===== config.mk =====
export PLATFORM = sky130hd
export DESIGN_NAME = fifo_nd
export DESIGN_NICKNAME = d
export VERILOG_FILES = /design/src/rtl/fifo_nd.sv
export SDC_FILE = /design/constraint.sdc
export NUM_CORES = 1
export LEC_CHECK = 0
export CAP_MARGIN = 10
export CORE_MARGIN = 2
export CORE_UTILIZATION = 40
export DETAILED_ROUTE_END_ITERATION = 10
export PLACE_DENSITY = 0.64
export REMOVE_ABC_BUFFERS = 1
export SLEW_MARGIN = 20
export SYNTH_ARGS = -nofsm -noshare
export SYNTH_HDL_FRONTEND = slang
export SYNTH_SLANG_ARGS = --single-unit

===== constraint.sdc =====
create_clock -name CLK -period 10.34 [get_ports CLK]
set_input_delay 1.551 -clock CLK [delete_from_list [all_inputs] [get_ports CLK]]
set_output_delay 1.551 -clock CLK [all_outputs]
set_load 0.01 [all_outputs]

===== src/rtl/fifo_nd.sv =====
// fifo_nd -- parametrised single-clock FIFO with first-word-fall-through output.
//
// Parameters
//   WIDTH     data word width in bits (>= 1)
//   DEPTH     number of entries (>= 2, any value, not only powers of two)
//   AF_LEVEL  ALMOST_FULL  asserts when COUNT >= AF_LEVEL (1..DEPTH)
//   AE_LEVEL  ALMOST_EMPTY asserts when COUNT <= AE_LEVEL (0..DEPTH-1)
//
// Ports
//   CLK           clock, all state changes on the rising edge
//   RST           synchronous active-high reset, overrides every other input
//   D_IN          write data
//   ENQ / DEQ     enqueue / dequeue requests, sampled at the edge
//   CLR           synchronous flush, same effect as RST, priority over ENQ/DEQ
//   D_OUT         head-of-queue word, 0 while empty
//   EMPTY_N       1 = at least one entry held
//   FULL_N        1 = at least one free slot
//   COUNT         current occupancy
//   ALMOST_FULL   COUNT >= AF_LEVEL
//   ALMOST_EMPTY  COUNT <= AE_LEVEL
//   OVERFLOW      sticky: an ENQ was dropped while full
//   UNDERFLOW     sticky: a DEQ was issued while empty
//
// Every output is a flop; the next values are computed from the current
// registered state plus this cycle's requests, so no output has a
// combinational path from ENQ, DEQ or D_IN.
module fifo_nd #(
  parameter int WIDTH    = 8,
  parameter int DEPTH    = 16,
  parameter int AF_LEVEL = DEPTH - 2,
  parameter int AE_LEVEL = 2
) (
  input  logic                       CLK,
  input  logic                       RST,
  input  logic [WIDTH-1:0]           D_IN,
  input  logic                       ENQ,
  input  logic                       DEQ,
  input  logic                       CLR,
  output logic [WIDTH-1:0]           D_OUT,
  output logic                       EMPTY_N,
  output logic                       FULL_N,
  output logic [$clog2(DEPTH+1)-1:0] COUNT,
  output logic                       ALMOST_FULL,
  output logic                       ALMOST_EMPTY,
  output logic                       OVERFLOW,
  output logic                       UNDERFLOW
);

  localparam int PW = $clog2(DEPTH);
  localparam int CW = $clog2(DEPTH + 1);
  localparam logic [CW-1:0] CNT_FULL = CW'(DEPTH);
  localparam logic [CW-1:0] AF_CNT   = CW'(AF_LEVEL);
  localparam logic [CW-1:0] AE_CNT   = CW'(AE_LEVEL);

  logic [WIDTH-1:0] mem_r [DEPTH];
  logic [PW-1:0]    wp_r;
  logic [PW-1:0]    rp_r;
  logic [CW-1:0]    cnt_r;

  logic             is_full_s;
  logic             is_empty_s;
  logic             enq_acc_s;
  logic             deq_acc_s;
  logic             ovf_set_s;
  logic             unf_set_s;
  logic [PW-1:0]    wp_next_s;
  logic [PW-1:0]    rp_next_s;
  logic [CW-1:0]    cnt_next_s;
  logic [WIDTH-1:0] head_next_s;

  // Pointer increment with wrap at DEPTH-1 (DEPTH need not be a power of two).
  function automatic logic [PW-1:0] next_ptr(input logic [PW-1:0] p);
    if (p == PW'(DEPTH - 1)) begin
      return '0;
    end else begin
      return p + PW'(1);
    end
  endfunction

  // Request acceptance, error detection and next-state values.
  always_comb begin
    is_full_s   = (cnt_r == CNT_FULL);
    is_empty_s  = (cnt_r == '0);
    // A full FIFO still accepts a write when a read frees the head slot.
    enq_acc_s   = ENQ && (!is_full_s || DEQ);
    deq_acc_s   = DEQ && !is_empty_s;
    ovf_set_s   = ENQ && is_full_s && !DEQ;
    unf_set_s   = DEQ && is_empty_s;
    wp_next_s   = enq_acc_s ? next_ptr(wp_r) : wp_r;
    rp_next_s   = deq_acc_s ? next_ptr(rp_r) : rp_r;
    case ({enq_acc_s, deq_acc_s})
      2'b10:   cnt_next_s = cnt_r + CW'(1);
      2'b01:   cnt_next_s = cnt_r - CW'(1);
      default: cnt_next_s = cnt_r;
    endcase
    // The word being written becomes the head when nothing else remains
    // ahead of it; the array write has not landed yet, so bypass D_IN.
    if (cnt_next_s == '0) begin
      head_next_s = '0;
    end else if (enq_acc_s && (wp_r == rp_next_s)) begin
      head_next_s = D_IN;
    end else begin
      head_next_s = mem_r[rp_next_s];
    end
  end

  // Storage array write; contents are deliberately not reset.
  always_ff @(posedge CLK) begin
    if (!RST && !CLR && enq_acc_s) begin
      mem_r[wp_r] <= D_IN;
    end
  end

  // Pointers, occupancy, registered status outputs and sticky error flags.
  always_ff @(posedge CLK) begin
    if (RST || CLR) begin
      wp_r         <= '0;
      rp_r         <= '0;
      cnt_r        <= '0;
      D_OUT        <= '0;
      EMPTY_N      <= 1'b0;
      FULL_N       <= 1'b1;
      ALMOST_FULL  <= 1'b0;
      ALMOST_EMPTY <= 1'b1;
      OVERFLOW     <= 1'b0;
      UNDERFLOW    <= 1'b0;
    end else begin
      wp_r         <= wp_next_s;
      rp_r         <= rp_next_s;
      cnt_r        <= cnt_next_s;
      D_OUT        <= head_next_s;
      EMPTY_N      <= (cnt_next_s != '0);
      FULL_N       <= (cnt_next_s != CNT_FULL);
      ALMOST_FULL  <= (cnt_next_s >= AF_CNT);
      ALMOST_EMPTY <= (cnt_next_s <= AE_CNT);
      OVERFLOW     <= OVERFLOW | ovf_set_s;
      UNDERFLOW    <= UNDERFLOW | unf_set_s;
    end
  end

  assign COUNT = cnt_r;

endmodule


# Word-level counts from Yosys, hierarchy flattened

Memories as Yosys holds them, arrays and structs flattened. A register that Yosys moved wholly into a read port is not among the register bits.
Cells that the tools add are included.

Flip-flop bits (word level): 19
Bits in writable memories: 128
Input bits: 13
Output and inout port bits: 19
Word-level logic and storage cells: 48
Memories: 1

$add $sub $neg: 4
$lt $le $gt $ge: 2
Equal/unequal tests: 6
Mux-type cells: 6
Bitwise logic cells: 2
Reductions and logical operators: 18

Memories:

| memory | depth | width | read ports | clocked after Yosys merged registers in | write ports | line | text |
|---|---|---|---|---|---|---|---|
| mem_r  | 16    | 8     | 1          | 1                                       | 1           | 55   | `logic [WIDTH-1:0] mem_r [DEPTH];` |

Operator list:

| operator            | number |
|---|---|
| $mux 4              | 3 |
| $logic_not 5->1     | 2 |
| $pmux 5 s2          | 1 |
| $add 4x1->4 const B | 2 |
| $eq 4x4->1 const B  | 2 |
| $logic_and 1x1->1   | 7 |
| $add 5x1->5 const B | 1 |
| $eq 5x5->1 const B  | 1 |
| $ge 5x4->1 const B  | 1 |
| $le 5x2->1 const B  | 1 |
| $logic_not 1->1     | 5 |
| $ne 5x5->1 const B  | 1 |
| $reduce_bool 5->1   | 1 |
| $sub 5x1->5 const B | 1 |
| $eq 2x1->1 const B  | 1 |
| $eq 2x2->1 const B  | 1 |
| $logic_or 1x1->1    | 2 |
| $mux 1              | 2 |
| $or 1x1->1          | 2 |
| $reduce_or 2->1     | 1 |

# Depth between registers and ports, before layout

Depth in word-level cells: 8
Mapped depth: 13
Mapped depth without buffers: 12

# Worst setup path before layout

Ideal clock, no wire load.

Path kind: input to register
Start: in DEQ
End: reg D_OUT[4], read port of mem_r
Arrival: 3,986 ps
Data required time: 10,217 ps
Path slack: 6,232 ps
Cell stages on the path: 12
Buffers on the path: 1
Cells stage by stage: clkbuf_1 nand2b_1 o21ai_1 ha_1 ha_1 a21o_1 a21oi_1 mux2i_1 xnor2_1 a41oi_2 nand3_1 o21ai_0

Longest elaborated chain between the ends: 6

RTL lines:

| item                                     | line | text |
|---|---|---|
| start, declared                          | 37   | `input logic DEQ,` |
| $logic_or 1x1->1                         | 85   | `enq_acc_s = ENQ && (!is_full_s \|\| DEQ);` |
| $logic_and 1x1->1                        | 85   |  |
| $eq 2x1->1 or $eq 2x2->1 (tied branches) | 91   | `case ({enq_acc_s, deq_acc_s})` |
| $pmux 5 s2                               | 91   |  |
| $logic_not 5->1                          | 98   | `if (cnt_next_s == '0) begin` |
| $reduce_or 2->1 (no source line)         | -    |  |
| end, declared                            | 39   | `output logic [WIDTH-1:0] D_OUT,` |

Parallel ways exist; a longest one is shown, timed or not.
A chain may end at the register's enable or synchronous reset.

# Final worst setup path

Start: in DEQ
End: reg D_OUT[3], read port of mem_r

The elaborated chain is that of the path after synthesis.

==> results.json <==
{
  "status": "finished, final reports clean",
  "finalNonFillerCells": 839,
  "r2r-start": "rp_r[1]$_SDFF_PP0_",
  "p_leak_nw": 2.74,
  "clk_pin_slew_worst_paths_ns": 0.06,
  "start_util_pct": 41.0,
  "grt_max_degree": 42,
  "post_cts_buffers": 0,
  "layout-drive-gt1-share_pct": 9.45,
  "num-nets-final": 625,
  "synth.yosys.seq_area_share_pct": 61.6,
  "cap_violations": 0,
  "die-area_sq_um": 18900,
  "ioPinCount": 32,
  "antenna_left": 0,
  "critPathKind": "in -> reg",
  "crit_fanout": 41,
  "cts_root_buffer": "clkbuf_16",
  "cts_buffer_depth": 2,
  "worst_slack_ns": 5.17,
  "cts_hold_buf": 0,
  "peakVddDrop_uv": 122,
  "min_to": "OVERFLOW$_SDFF_PP0_",
  "die_w_um": 137,
  "multi_input_area_sq_um": 2570,
  "worst_slew_pin_slew_ns": 1.13,
  "fmax_mhz": 193,
  "setup_tns_ns": 0,
  "end_kind": "flop",
  "setup_viol": 0,
  "wl_mm": 17.7,
  "synth_cell_types": 59,
  "wl_per_cell_um": 21.2,
  "numPortBuffers": 31,
  "overflow": 0,
  "clock_sinks": 155,
  "fin_crit_ns": 5.17,
  "cts_buffers": 17,
  "grtUsageTotal_pct": 19.9,
  "synth_flop_cell": "edfxtp_1",
  "num_vias": 4970,
  "dr.first_iter.drc_count": 386,
  "seqCellArea_sq_um": 4380,
  "final-hold-violation-count": 0,
  "routabilityCongestion": 0.879,
  "dp_cells": 808,
  "synth_seq_cells": 155,
  "async_flop_share_pct": 0,
  "clock_latency_ns": 0.42,
  "syn_area_sq_um": 7120,
  "syn_avg_cell_area_sq_um": 12.3,
  "row_count": 48,
  "hp-class": "reg -> reg",
  "r2r-end": "D_OUT[3]$_SDFF_PP0_",
  "grt_pass1_wl_mm": 27.6,
  "viasPerCell": 5.92,
  "cp.required_ns": 10.63,
  "synth_area_leaders": "edfxtp_1, dfxtp_1, mux2i_1",
  "core_area_sq_um": 17400,
  "fillCellCount": 1491,
  "rsz0062_at_grt": "no",
  "skew_ns": 0.00651,
  "synth_top_cell_by_area": "edfxtp_1",
  "post-dp-hpwl_mm": 11.6,
  "synth_edf_count": 128,
  "power_density_nw_per_um2": 167,
  "cp-start-kind": "input port",
  "antenna_found_initial": 0,
  "worstPathArrival_ns": 5.47,
  "min_path_cells": 1,
  "antenna_cells": 0,
  "slew_headroom_pct": 24.3,
  "cts_max_level": 4,
  "cts_tree": "built",
  "min_period_over_period_pct": 50.0,
  "synthCells": 577,
  "synthToLayoutAreaGrowth_pct": 15.7,
  "reg2regPathDepth": 8,
  "grt_pass1_vias": 4818,
  "yosysWarnings": 0,
  "hp-start": "OVERFLOW$_SDFF_PP0_",
  "firstDrtPassIters": 5,
  "remaining_drc_errors": 0,
  "dpl_worst_slack_ns": 4.79,
  "die_h_um": 137,
  "r2r_slack_ns": 6.21,
  "finalMaxSlewViolations": 0,
  "synth_top_area_share_pct": 54.0,
  "cts_resized": 0
}
## power by group
part | total [mW] | leakage, nW | internal [mW] | switching, mW
registers | 0.685 | 1.37 | 0.681 | 0.00456
logic | 0.0911 | 1.10 | 0.0345 | 0.0566
clock network | 0.601 | 0.269 | 0.354 | 0.247
total | 1.38 | 2.74 | 1.07 | 0.308
## registers in the layout, summed over array words and instances (netlist names), 4 cells and up
signal	count
rp_r	4
mem_r	128
wp_r	4
D_OUT	8
COUNT	5
## stage by stage
step                      instance area [sq um]  utilization [%]  hold slack (ns)  power [mW]
after CTS                                  8230             47.4            0.468        1.39
after global placement                     7650             44.1            0.449       0.787
after global routing                       8240             47.4            0.498        1.42
after detailed placement                   7660             44.1            0.454       0.789
final                                      8240             47.4            0.466        1.38
after floorplan                            6970                -            0.505       0.746
## logic make-up (layout without fill, tap and decap cells)
group / Yosys count / after routing / synth area share [%]
buf+inv: 46 / 83 / 2.64
flops: 155 / 155 / 61.6
fa+ha+maj: 10 / 10 / 1.86
mux: 36 / 36 / 5.27
compound gates: 163 / 163 / 17.3
xor+xnor: 7 / 7 / 0.861
simple gates: 160 / 160 / 10.5
## layout make-up
class / instances / area share, %
clock buffers: 17 / 5.17
clock inverters: 14 / 1.78
inverters: 11 / 0.501
multi-input cells: 376 / 31.2
flip-flops and latches: 155 / 53.2
well taps: 225 / 3.42
repair buffers: 41 / 4.68
## critical path: stages
cell	delay [ns]
clkdlybuf4s50_1	0.87
nand2_1	0.56
a211oi_1	0.58
or2_2	0.82
mux4_2	0.40
and2_1	0.16
a2111oi_0	0.36
a21oi_1	0.12
## worst max-delay path by stage
stage,startpoint,endpoint,slack [ns],depth (start not counted)
finish,DEQ,D_OUT[3]$_SDFF_PP0_,5.17,8
global route,DEQ,D_OUT[3]$_SDFF_PP0_,4.81,8
CTS,DEQ,D_OUT[3]$_SDFF_PP0_,5.18,8
detailed placement,DEQ,D_OUT[3]$_SDFF_PP0_,4.79,8
global placement,DEQ,D_OUT[3]$_SDFF_PP0_,4.87,8
floorplan,DEQ,D_OUT[3]$_SDFF_PP0_,5.86,7
## cell usage in the layout, fill, tap and decap left out, types with 3 or more instances in the layout
master	count
edfxtp_1	128
nand2_1	62
nor2_1	37
mux2i_1	33
a21oi_1	33
a221oi_1	31
clkdlybuf4s50_1	31
dfxtp_1	27
nand3_1	19
clkbuf_16	17
a211oi_1	15
a22oi_1	14
o211a_1	14
nor3_1	11
buf_4	10
inv_1	9
o21ai_0	9
ha_1	9
o21ai_1	7
nand2b_1	6
a32oi_1	6
o22ai_1	5
and2_1	5
clkinv_1	4
xnor2_1	4
or2_2	3
nor2b_1	3
nor3b_1	3
nand4_1	3
xor2_1	3
or4_1	3
o211ai_1	3
inv_6	3
clkinv_4	3
clkinvlp_4	3
## layer usage
metal  vias up  track usage, %  routed length (um)
met5         -               0                   0
met4         0            7.56                 327
met3        22            3.38                1110
met2       185            33.2                8780
met1      2458            26.0                7540
li1       2305               -                   -
## synth_stat cells, drive strengths merged (5+ instances only)
master,number
dfxtp,27
o211a,14
nor2,38
a211oi,15
nand3,19
a21oi,33
mux2i,33
nand2b,6
o21ai,19
ha,9
edfxtp,128
o22ai,5
a32oi,6
a22oi,15
and2,5
inv,10
clkbuf,25
nand2,62
nor3,12
a221oi,31
buf,10
No activity file was read; power rests on OpenSTA's default activity.
